==> config.mk <==
export PLATFORM = sky130hd
export DESIGN_NAME = fetch_sequencer
export DESIGN_NICKNAME = d
export VERILOG_FILES = /design/src/rtl/fetch_sequencer.sv
export SDC_FILE = /design/constraint.sdc
export NUM_CORES = 1
export LEC_CHECK = 0
export CORE_UTILIZATION = 50
export CTS_CLUSTER_DIAMETER = 80
export CTS_CLUSTER_SIZE = 12
export DETAILED_ROUTE_END_ITERATION = 10
export PLACE_DENSITY = 0.81
export SLEW_MARGIN = 10
export SYNTH_ARGS = -nofsm -noshare
export SYNTH_HDL_FRONTEND = slang
export SYNTH_SLANG_ARGS = --single-unit
==> constraint.sdc <==
create_clock -name Clk -period 5.21 [get_ports Clk]
set_input_delay 0.7815 -clock Clk [delete_from_list [all_inputs] [get_ports Clk]]
set_output_delay 0.7815 -clock Clk [all_outputs]
set_load 0.005 [all_outputs]
==> src/rtl/fetch_sequencer.sv <==
// Instruction-fetch control: chooses the PC source and holds, loads or flushes IF/ID based on
// branch/jump resolution in ID, load-use hazards and memory-busy stalls.
module fetch_sequencer #(
  parameter int unsigned FLUSH_CYCLES = 1,
  parameter int unsigned CNT_W        = 16
) (
  input  logic             Clk,
  input  logic             Reset,
  input  logic             iValid,
  input  logic             iBranch,
  input  logic             iTaken,
  input  logic             iJump,
  input  logic             iJumpReg,
  input  logic             iIDCache,
  input  logic             iHazard,
  input  logic             iMemBusy,
  output logic             cPCWrite,
  output logic             cWrite,
  output logic             cFlush,
  output logic [2:0]       cPCSrc,
  output logic [CNT_W-1:0] oRedirects,
  output logic [CNT_W-1:0] oStallCycles
);

  localparam logic [2:0] SrcPcPlus4   = 3'd0;
  localparam logic [2:0] SrcPcSumImm  = 3'd1;
  localparam logic [2:0] SrcSeImm26   = 3'd2;
  localparam logic [2:0] SrcReadReg1  = 3'd3;
  localparam logic [2:0] SrcIdPcPlus4 = 3'd4;
  localparam logic [2:0] FlushInit    = 3'(FLUSH_CYCLES - 1);

  typedef enum logic {
    StRun,
    StFlush
  } state_e;

  state_e           state_q;
  logic [2:0]       flush_left_q;
  logic [CNT_W-1:0] redirects_q;
  logic [CNT_W-1:0] stalls_q;

  logic       mispredict_taken;
  logic       mispredict_not_taken;
  logic       redirect_req;
  logic [2:0] redirect_src;
  logic       do_redirect;
  logic       do_stall;

  // Correctly predicted branches fall out here: only the two disagreeing cases redirect.
  always_comb begin
    mispredict_taken     = iBranch & iTaken & ~iIDCache;
    mispredict_not_taken = iBranch & ~iTaken & iIDCache;
    redirect_req         = iValid & (iJump | iJumpReg | mispredict_taken | mispredict_not_taken);
    if (iJump) begin
      redirect_src = SrcSeImm26;
    end else if (iJumpReg) begin
      redirect_src = SrcReadReg1;
    end else if (mispredict_taken) begin
      redirect_src = SrcPcSumImm;
    end else begin
      redirect_src = SrcIdPcPlus4;
    end
  end

  always_comb begin
    do_stall    = 1'b0;
    do_redirect = 1'b0;
    if (!Reset) begin
      if (state_q == StRun) begin
        do_stall    = iMemBusy | iHazard;
        do_redirect = ~iMemBusy & ~iHazard & redirect_req;
      end else begin
        do_stall = iMemBusy;
      end
    end
  end

  always_comb begin
    cPCWrite = 1'b1;
    cWrite   = 1'b1;
    cFlush   = 1'b0;
    cPCSrc   = SrcPcPlus4;
    if (Reset) begin
      cPCWrite = 1'b0;
      cWrite   = 1'b0;
      cFlush   = 1'b1;
    end else if (state_q == StFlush) begin
      cFlush = 1'b1;
      if (iMemBusy) begin
        cPCWrite = 1'b0;
        cWrite   = 1'b0;
      end
    end else if (do_stall) begin
      cPCWrite = 1'b0;
      cWrite   = 1'b0;
    end else if (do_redirect) begin
      cFlush = 1'b1;
      cPCSrc = redirect_src;
    end
  end

  always_ff @(posedge Clk) begin
    if (Reset) begin
      state_q      <= StRun;
      flush_left_q <= 3'd0;
      redirects_q  <= '0;
      stalls_q     <= '0;
    end else begin
      if (do_stall && stalls_q != '1) begin
        stalls_q <= stalls_q + 1'b1;
      end
      if (do_redirect && redirects_q != '1) begin
        redirects_q <= redirects_q + 1'b1;
      end
      unique case (state_q)
        StRun: begin
          if (do_redirect && FLUSH_CYCLES > 1) begin
            state_q      <= StFlush;
            flush_left_q <= FlushInit;
          end
        end
        StFlush: begin
          // A busy memory freezes the flush window in place.
          if (!iMemBusy) begin
            flush_left_q <= flush_left_q - 3'd1;
            if (flush_left_q <= 3'd1) begin
              state_q <= StRun;
            end
          end
        end
        default: state_q <= StRun;
      endcase
    end
  end

  assign oRedirects   = redirects_q;
  assign oStallCycles = stalls_q;

endmodule

* Word level (Yosys, flattened, before mapping)
Cells that the tools add are included.
Widths: inputs -> output; s select.
** Word-level totals
- Register bits :: 36
- Input bits :: 10
- Output and inout port bits :: 38
- Logic and storage cells :: 51
** Cells by class
- Add/subtract/negate cells :: 3
- Magnitude comparators :: 1
- Equal/unequal tests :: 2
- Mux-type cells :: 21
- Bitwise operators :: 16
- Reductions and logical operators :: 4
** Operators with widths (number)
- $add 16x1->16 const B :: 2
- $ne 16x16->1 const B :: 2
- $mux 3 :: 7
- $mux 1 :: 14
- $and 1x1->1 :: 7
- $not 1->1 :: 5
- $or 1x1->1 :: 4
- $le 3x1->1 const B :: 1
- $sub 3x1->3 const B :: 1
- $logic_and 1x1->1 :: 2
- $reduce_and 2->1 :: 1
- $reduce_or 2->1 :: 1

* Depth between registers and ports, before layout
- Depth in word-level cells :: 12
- Gate-level depth with buffers :: 7

* Worst setup path after synthesis
No wires, ideal clock.
- Path kind :: in2out
- Start :: input iMemBusy
- End :: output cPCSrc[0]
- Arrival :: 1.590 ns
- Slack :: 2.839 ns
- Cell stages on the path :: 5
- Path buffers :: 2
- Path through :: buf_6 nor4_4 nand2_2 buf_6 nor3_1
** On the way
- Longest elaborated chain between the ends :: 9
- Elaborated cells between the ends (all ways) :: 12
- Those cells by class :: 8 x mux; 4 x bitwise
** Ends and longest elaborated chain
- from (decl) :: RTL line 16 : input logic iMemBusy,
- $not 1->1 (no source line)
- $and 1x1->1 (2 in a row) :: RTL line 71 : do_redirect = ~iMemBusy & ~iHazard & redirect_req;
- $mux 1 :: RTL line 69 : if (state_q == StRun) begin
- $mux 1 :: RTL line 68 : if (!Reset) begin
- $mux 3 :: RTL line 96 : end else if (do_redirect) begin
- $mux 3 * :: RTL line 93 : end else if (do_stall) begin
- $mux 3 * :: RTL line 87 : end else if (state_q == StFlush) begin
- $mux 3 * :: RTL line 83 : if (Reset) begin
- to (decl) :: RTL line 20 : output logic [2:0] cPCSrc,
Every way passes the cells marked *; elsewhere a longest branch is shown, timed or not.

* Worst setup path in the final report
Same ends and word-level chain as after synthesis.

==> results.cfg <==
[floorplanning]
die_x_um = 64.52
start_util_pct = 52.59
die_area_um2 = 4163
boundaryPins = 48
num_rows = 22
die_h_um = 64.52
core_um2 = 3716

[critical_path]
startpoint_type = input port
max_stage_delay_ns = 0.55
crit_top_cell = clkdlybuf4s50_1
cp_slowest_cell = clkdlybuf4s50_1
required_ns = 4.43
end_kind = output port
arrival_ns = 2.62
critPathKind = in -> out
cp_cell_sequence = clkdlybuf4s50_1 > nor4_4 > nand2_2 > nor3_1 > clkdlybuf4s50_1
path_delay_family = buffers and inverters
critPathMaxFanout = 12
worst-path-buf-inv = 2
rrSetupSlack_ns = 3.17

[sta]
setup-violations-final = 0
post-route-min-period_ns = 3.403
clock.fmax_mhz = 293.8
drv_slew = 0
worst_slack_ns = 1.807
finalClockSkew_ns = 0.006687
tightest_slew_ns = 0.5667
finalCritPeriodShare_pct = 65.33
max_slew_margin_pct = 62.00
fin_setup_tns_ns = 0
finalHoldViolCount = 0
rsz0062_at_grt = false
whs_ns = 0.5006

[finish]
drive_gt1_share_pct = 8.922
final_common_cell = clkdlybuf4s50_1
register_area_um2 = 720.7
final_cell_mix = 47 x clkdlybuf4s50_1, 38 x nor2_1, 36 x dfxtp_1
fin_util_pct = 67.68
area_growth_pct = 28.68
final_cells = 317
design_area_um2 = 2515
multi_input_area_um2 = 1130
nets = 283
n_antenna_cell = 0
fill_cells = 332

[logic_synthesis]
synth_top_flop_cell = dfxtp_1
ys_async_sr_fraction_pct = 0
yosys-top-cells-area = dfxtp_1 37%, xnor2_1 7.6%, nor2_1 7.3%, nor3_1 2.8%, ha_1 2.6%
synth_top_area_share_pct = 36.88
syn_avg_cell_area_um2 = 8.725
ys_ff_latch = 36
synthCells = 224
synth_edf_count = 0
synth_area_um2 = 1954
syn-num-nets = 238
synth_largest_area_cell = dfxtp_1
ys_seq_area_share_pct = 36.88
synth_cell_type_count = 48
yosysWarnings = 0

[worst_hold_path]
hold_class = reg -> reg

[route]
drtPass1Iterations = 4
drc = 0
drt-total-wl_um = 3924
num_vias = 1721
drtIter0Drc = 99
via_per_inst = 5.429
wl_per_cell_um = 12.38
drtAntennaViolNets = 0

[clock_network]
ctsHoldBuffers = 0
cts_sinks = 36
htree_levels = 2
clkTransAtPathRegs_ns = 0.07
cts_max_path_buffers = 2
postCtsSetupRepairBufs = 0
cts-buffers-inserted = 5
cts_resized = 0
insertion_delay_ns = 0.29
root_buffer = clkbuf_8
cts_tree = built

[placement]
placed_area_um2 = 2419
portBuffers = 47
place_ws_ns = 1.800
dp_cells = 310
dp.final_hpwl_um = 2797
place.gp.congestion = 0.8279

[grt]
grt_pass1_wl_um = 6803
antenna_found_initial = 0
grt_overflow = 0
grt_pass1_vias = 1558
grt_start_max_net_pins = 47
gr-usage-all-layers_pct = 20.89

[power_and_ir_drop]
p_total_mw = 0.5393
p_leak_nw = 0.8582
power.density_nw_per_um2 = 214.5
peakVddDrop_uv = 174.4

[job]
maxCapViolations = 0

[status]
status = complete, no violations
[cells by family (layout without fill, tap and decap cells)]
group | count (synthesis) | count (layout) | synth area share (%)
and+or+nand+nor | 113 | 113 | 32.14
buffers and inverters | 17 | 62 | 5.313
muxes | 8 | 8 | 4.353
AOI/OAI and AO/OA | 27 | 27 | 10.24
DFF | 36 | 36 | 36.88
adders and majority gates | 4 | 4 | 2.561
xor gates and xnor gates | 19 | 19 | 8.515
[registers in the layout (all words and copies together), names as in the netlist]
name          count
oRedirects       16
flush_left_q      3
state_q           1
oStallCycles     16
[where the power goes]
part           switching (mW)  internal [mW]  leakage, nW  total, mW
clock                   0.100          0.118       0.0503      0.218
sequential            0.00314          0.278        0.290      0.281
combinational          0.0192         0.0211        0.517     0.0402
[layer usage]
layer / up-vias / track usage (%) / part of all wire [%]
li1: 877 / - / -
met1: 799 / 23.56 / 46
met2: 38 / 36.71 / 49
met3: 7 / 6.338 / 3.9
met4: 0 / 7.778 / 1.3
met5: - / 0 / 0
[cell usage after synthesis (all sizes together) (2+ instances only)]
library cell,n
o21bai,2
xor2,2
nand2,12
a211oi,4
nor3,11
o21ai,2
a21oi,6
mux2,4
a31oi,5
nor4,8
dfxtp,36
nor3b,2
o211ai,2
and3,7
inv,6
nor2,38
nor4b,3
nand3,6
nor2b,6
nand2b,3
clkbuf,4
a311oi,3
and4,3
xnor2,17
mux2i,4
nand4,5
buf,7
and3b,2
ha,4
or2,2
[worst paths after layout]
path | endpoint | depth (start not counted) | startpoint
min reg2reg | flush_left_q[1]$_SDFFE_PP0P_ | 2 | flush_left_q[1]$_SDFFE_PP0P_
max | cPCSrc[0] | 5 | iMemBusy
max reg2reg | oRedirects[6]$_SDFFE_PP0P_ | 6 | oRedirects[0]$_SDFFE_PP0P_
min | flush_left_q[1]$_SDFFE_PP0P_ | 2 | flush_left_q[1]$_SDFFE_PP0P_
[cell type report]
class	count	area share [%]
Sequential cell	36	28.66
Tap cell	48	2.388
Multi-Input combinational cell	171	44.93
Clock buffer	7	3.831
Inverter	6	0.8955
Timing Repair Buffer	49	19.30
[tightest hold or removal path, stage by stage, from the launching register on]
cell and delay, ns:
dfxtp_1 0.31, nor2_1 0.09, a211oi_1 0.05
Note: power is estimated with default switching activity, not from simulation.
